File: config.mk
export PLATFORM = sky130hd
export DESIGN_NAME = write_pointer_full
export DESIGN_NICKNAME = d
export VERILOG_FILES = /design/src/rtl/fifo_pkg.sv /design/src/rtl/gray_to_binary.sv /design/src/rtl/write_pointer_full.sv
export SDC_FILE = /design/constraint.sdc
export NUM_CORES = 1
export LEC_CHECK = 0
export CORE_MARGIN = 1
export CORE_UTILIZATION = 43
export DETAILED_ROUTE_END_ITERATION = 8
export GPL_TIMING_DRIVEN = 0
export PLACE_DENSITY_LB_ADDON = 0.1
export SLEW_MARGIN = 5
export SYNTH_ARGS = -nofsm -noshare
export SYNTH_HDL_FRONTEND = slang
export SYNTH_SLANG_ARGS = --single-unit
export TNS_END_PERCENT = 100
File: constraint.sdc
create_clock -name write_clk -period 2.05 [get_ports write_clk]
set_input_delay 0.41 -clock write_clk [delete_from_list [all_inputs] [get_ports write_clk]]
set_output_delay 0.41 -clock write_clk [all_outputs]
set_load 0.05 [all_outputs]
File: src/rtl/fifo_pkg.sv
// fifo_pkg: helpers shared by the write-full and read-empty pointer stages
// of the async FIFO.
//   bin2gray / gray2bin : width-agnostic conversions. Callers zero-extend
//                         into 32 bits and slice the result. Zero upper bits
//                         do not disturb either conversion.
//   fifo_depth          : 2**address_size, for localparams on both sides.
package fifo_pkg;

    function automatic logic [31:0] bin2gray(input logic [31:0] b);
        return b ^ (b >> 1);
    endfunction

    function automatic logic [31:0] gray2bin(input logic [31:0] g);
        logic [31:0] r;
        r = g;
        for (int i = 30; i >= 0; i--) r[i] = r[i+1] ^ g[i];
        return r;
    endfunction

    function automatic int unsigned fifo_depth(input int unsigned address_size);
        return 32'd1 << address_size;
    endfunction

endpackage

File: src/rtl/gray_to_binary.sv
// gray_to_binary: combinational Gray-to-binary converter. It is built as an
// XOR prefix chain that runs from the MSB down. The read-empty stage uses
// the same module.
//   width : pointer width
//   gray  : Gray-coded input
//   bin   : binary output
module gray_to_binary #(
    parameter int width = 5
) (
    input  logic [width-1:0] gray,
    output logic [width-1:0] bin
);

    assign bin[width-1] = gray[width-1];

    for (genvar i = width - 2; i >= 0; i--) begin : g_chain
        assign bin[i] = bin[i+1] ^ gray[i];
    end

endmodule

File: src/rtl/write_pointer_full.sv
// write_pointer_full: write-domain pointer and full-flag stage of the async FIFO.
// This stage owns the binary and Gray write counters. It compares against the
// synchronised Gray read pointer to produce full, fill level and a sticky
// overflow flag.
//   write_clk, wreset_n : clock, async active-low reset
//   write_en            : producer write request
//   clear_overflow      : clears write_overflow (a same-cycle set wins)
//   read_pointer_s      : Gray read pointer, already in write_clk domain
//   write_addr          : RAM write address for the current accepted write
//   write_pointer       : registered Gray write pointer to read-side sync
//   write_full          : registered full flag
//   write_level         : occupancy as seen from write side, 0..depth
//   write_overflow      : sticky, write attempted while full
//   write_almost_full   : level >= depth - almost_full_margin, registered.
//                         Built only when WRITE_ALMOST_FULL_EN is defined.
//                         Otherwise it is tied to 0.
module write_pointer_full
    import fifo_pkg::*;
#(
    parameter int address_size       = 4,
    parameter int almost_full_margin = 2
) (
    input  logic                  write_clk,
    input  logic                  wreset_n,
    input  logic                  write_en,
    input  logic                  clear_overflow,
    input  logic [address_size:0] read_pointer_s,
    output logic [address_size-1:0] write_addr,
    output logic [address_size:0] write_pointer,
    output logic                  write_full,
    output logic [address_size:0] write_level,
    output logic                  write_overflow,
    output logic                  write_almost_full
);

    localparam int          AS    = address_size;
    localparam int          PW    = address_size + 1;
    localparam int unsigned DEPTH = fifo_depth(address_size);

    if (address_size < 2 || almost_full_margin < 1 || almost_full_margin > int'(DEPTH)) begin : g_bad_param
        $error("write_pointer_full: illegal address_size/almost_full_margin");
    end

    logic [PW-1:0] wbin, wbin_next, wgray_next, rbin, level_next;
    logic          accept, full_next;

    gray_to_binary #(.width(PW)) u_rptr_g2b (
        .gray (read_pointer_s),
        .bin  (rbin)
    );

    assign accept     = write_en & ~write_full;
    assign wbin_next  = accept ? wbin + PW'(1) : wbin;
    assign wgray_next = PW'(bin2gray(32'(wbin_next)));

    // The write pointer is full when it is exactly one lap ahead of the read
    // pointer. In Gray code that means the top two bits are inverted and the
    // rest are equal.
    assign full_next  = (wgray_next == {~read_pointer_s[AS:AS-1], read_pointer_s[AS-2:0]});
    assign level_next = wbin_next - rbin;
    assign write_addr = wbin[AS-1:0];

    always_ff @(posedge write_clk or negedge wreset_n) begin
        if (!wreset_n) begin
            wbin           <= '0;
            write_pointer  <= '0;
            write_full     <= 1'b0;
            write_level    <= '0;
            write_overflow <= 1'b0;
        end else begin
            wbin          <= wbin_next;
            write_pointer <= wgray_next;
            write_full    <= full_next;
            write_level   <= level_next;
            if (write_en && write_full)
                write_overflow <= 1'b1;
            else if (clear_overflow)
                write_overflow <= 1'b0;
        end
    end

`ifdef WRITE_ALMOST_FULL_EN
    localparam int unsigned AF_THRESH = DEPTH - almost_full_margin;

    always_ff @(posedge write_clk or negedge wreset_n) begin
        if (!wreset_n)
            write_almost_full <= 1'b0;
        else
            write_almost_full <= (level_next >= PW'(AF_THRESH));
    end
`else
    assign write_almost_full = 1'b0;
`endif

endmodule

==> metrics.md <==
| Metric | Value |
|---|---|
| Final hold violations | 0 |
| Total congestion overflow | 0 |
| Critical R2R Launch | write_full |
| Cts bufs inserted | 3 |
| Bufs on Longest Clock Path | 2 |
| CP max FO | 2 |
| Reg clk slew, reported paths | 0.09 ns |
| Die width | a little over 50 um |
| Warnings, synthesis | 0 |
| Setup TNS | -0.05590 ns |
| Final WS setup | -0.05590 ns |
| Synth Cell Area | 1008 um^2 |
| Metal2 WL | 1.313 mm |
| Rel. slew slack | roughly 50% |
| Final Instance Area | ~1600 um^2 |
| Hold Path Class | in2reg |
| Hold depth | 2 |
| Initial core utilization | between 40 and 50% |
| Area of the multi-input gates | approximately 720 um^2 |
| Layout cells sized above 1 | between 30% and 40% |
| Met1 wire length | slightly below 1 mm |
| Core area | 2212 um^2 |
| Register area | between 400 and 500 um^2 |
| Slew of the pin with the lowest slew margin | around 0.74 ns |
| Antenna cells | 0 |
| Outcome | finished with violations |
| CP dominant cell by count | xnor2_1 |
| HPWL Detailed | ~1.6 mm |
| Final setup violation count | 1 |
| Post-synth EDFFs | 0 |
| # rows | 17 |
| Die area | ~2500 um^2 |
| Hold Crit Start | read_pointer_s[4] |
| CTS root buf | clkbuf_4 |
| Yosys reg bits | 16 |
| Failing checks | setup timing |
| Register area share after synthesis | approximately two fifths |
| IO Pins | 26 |
| Slowest library cell on the worst path | fa_2 |
| Final WL | 2.490 mm |
| Most frequent cells in the layout | clkdlybuf4s50_1, dfrtp_1, xnor2_1, buf_4, nand2_1 |
| Synthesis-to-layout area growth | 58.44% |
| Initial antenna violation count | 0 |
| Final Max Slew Viols | 0 |
| Req. time, crit path | 2.23 ns |
| Port bufs | 24 |
| Vias in the first global route | just under 800 |
| Cells on worst reg2reg path | 10 |
| Mapped Nets | approximately 120 |
| Flop-to-flop setup slack | -0.04 ns |
| Clock sinks | 16 |
| Clock Skew | between 0.008 and 0.009 ns |
| Gr usage total | between 20 and 25% |
| Tmin final | approximately 2.1 ns |
| Worst Hold Path EP | write_level[4] |
| Via Count | 850 |
| Fillers | 173 |
| Final net count | ~160 |
| CP max stage delay | 0.37 ns |
| Global-route wire length before repair | 3.698 mm |
| Top_reg_cell synth | dfrtp_1 |
| Max cap viols | 0 |
| Largest net degree at the start of global routing | 17 |
| Syn Area/Cell | slightly above 10 um^2 |
| Post-Layout Cell Count | about 170 |
| CTS tree | done |
| Crit path kind | in2reg |
| DRT Pass-1 Iters | 3 |
| Skew-Pair Late Insertion Delay | 0.30 ns |
| Routed length per instance | approximately 15 um |
| RR Endpoint | write_level[4] |
| Asr flop ratio synth | between 90% and 100% |
| Final worst-path cycle share | 102.7% |
| CP Capture Type | register |
| WP buf/inv | 2 |
| F_max | 0.4749 GHz |
| DRC Markers | 0 |
| Critical path's top delay family | XOR/XNOR gates |
| Placed cells | 152 |
| Top Layer Used | met4 |
| Netlist cell types | 34 |
| Dpl ws | -1.096 ns |
| Die height | between 50 and 60 um |
| Met3 Wirelength | roughly 97 um |
| CTS HTree Levels | 1 |
| RSZ-0062 raised after global routing | yes |
| Critical Path AT | approximately 2.3 ns |
| CP Launch Type | input port |
| Dpl cell area | approximately 1300 um^2 |
| RePlAce Congestion | just under 0.8 |
| DR iter-0 viols | 2 |
| Most common cell after layout, fill and taps aside | clkdlybuf4s50_1 |
| Final ANT Viol Nets | 0 |
| Via-per-instance ratio | roughly 5.1 |
| Crit path cell chain | buf_8 > xnor2_4 > xor2_4 > xor2_2 > xnor2_1 > ha_2 > fa_2 > inv_2 > a21o_1 > a21oi_2 > xnor2_1 > xnor2_1 |
| Cell count after synthesis | 100 |
## routing by layer
layer / global-route usage, % / vias to the layer above
met5: 0 / -
met4: 6.944 / 0
met3: 5.758 / 8
met2: 34.89 / 24
met1: 24.62 / 405
li1: - / 413
## synthesized netlist by cell type, types with 2 or more instances
cell type,count,share of area [%]
a21o_1,3,2.2
a21oi_1,7,3.5
dfrtp_1,16,40
ha_1,5,6.2
inv_1,8,3.0
nand2_1,10,3.7
nand3b_1,2,1.5
nor2_1,3,1.1
o21ai_0,4,2.0
xnor2_1,12,10
xor2_1,7,6.1
## cells by family (layout without fill, tap and decap cells)
family,count (synthesis),count (layout),synth area share [%]
buffers and inverters,11,51,4.714
AOI/OAI and AO/OA,20,20,12.65
DFF,16,16,39.70
other,1,1,0.3719
xor gates and xnor gates,20,20,19.23
muxes,1,1,0.9926
adders and majority gates,6,6,8.189
and+or+nand+nor,25,25,14.14
## flip-flops by register name, indices dropped and copies added, names as in the netlist
name,cells
wbin,5
write_full,1
write_level,5
write_overflow,1
write_pointer,4
## how the worst max path moves through the flow
stage	cells after the start	start	to	slack (ns)
3_5_place_dp	12	read_pointer_s[4]	write_level[4]	-1.10
5_1_grt	9	write_en	write_level[4]	-0.17
4_1_cts	12	read_pointer_s[3]	write_level[4]	-0.04
2_1_floorplan	11	read_pointer_s[4]	write_level[4]	-0.22
6_report	12	read_pointer_s[3]	write_level[4]	-0.06
3_3_place_gp	12	read_pointer_s[4]	write_level[4]	-1.02
## through the flow
stage | util (%) | hold WS [ns]
3_5_place_dp | 59.45 | 0.5401
3_3_place_gp | 59.45 | 0.5116
5_1_grt | 72.23 | 0.3024
2_1_floorplan | - | 0.1144
4_1_cts | 66.74 | 0.3069
6_report | 72.23 | 0.3270
## layout make-up
cell class / count / share of cell area, %
Buffer: 3 / 1.488
Inverter: 8 / 1.879
Sequential cell: 16 / 25.29
Tap cell: 28 / 2.193
Clock buffer: 4 / 2.271
Timing Repair Buffer: 36 / 21.69
Multi-Input combinational cell: 73 / 45.18
## repair_timing
item	CTS	global route
resized for setup	29	27
setup endpoints to repair	7	5
cloned	0	0
hold buffers	0	0
pin swaps	10	5
setup buffers	9	3
Power is left out: the tool's default activity adds up to more than one toggle a clock period on the data nets, which glitch-free logic cannot reach.
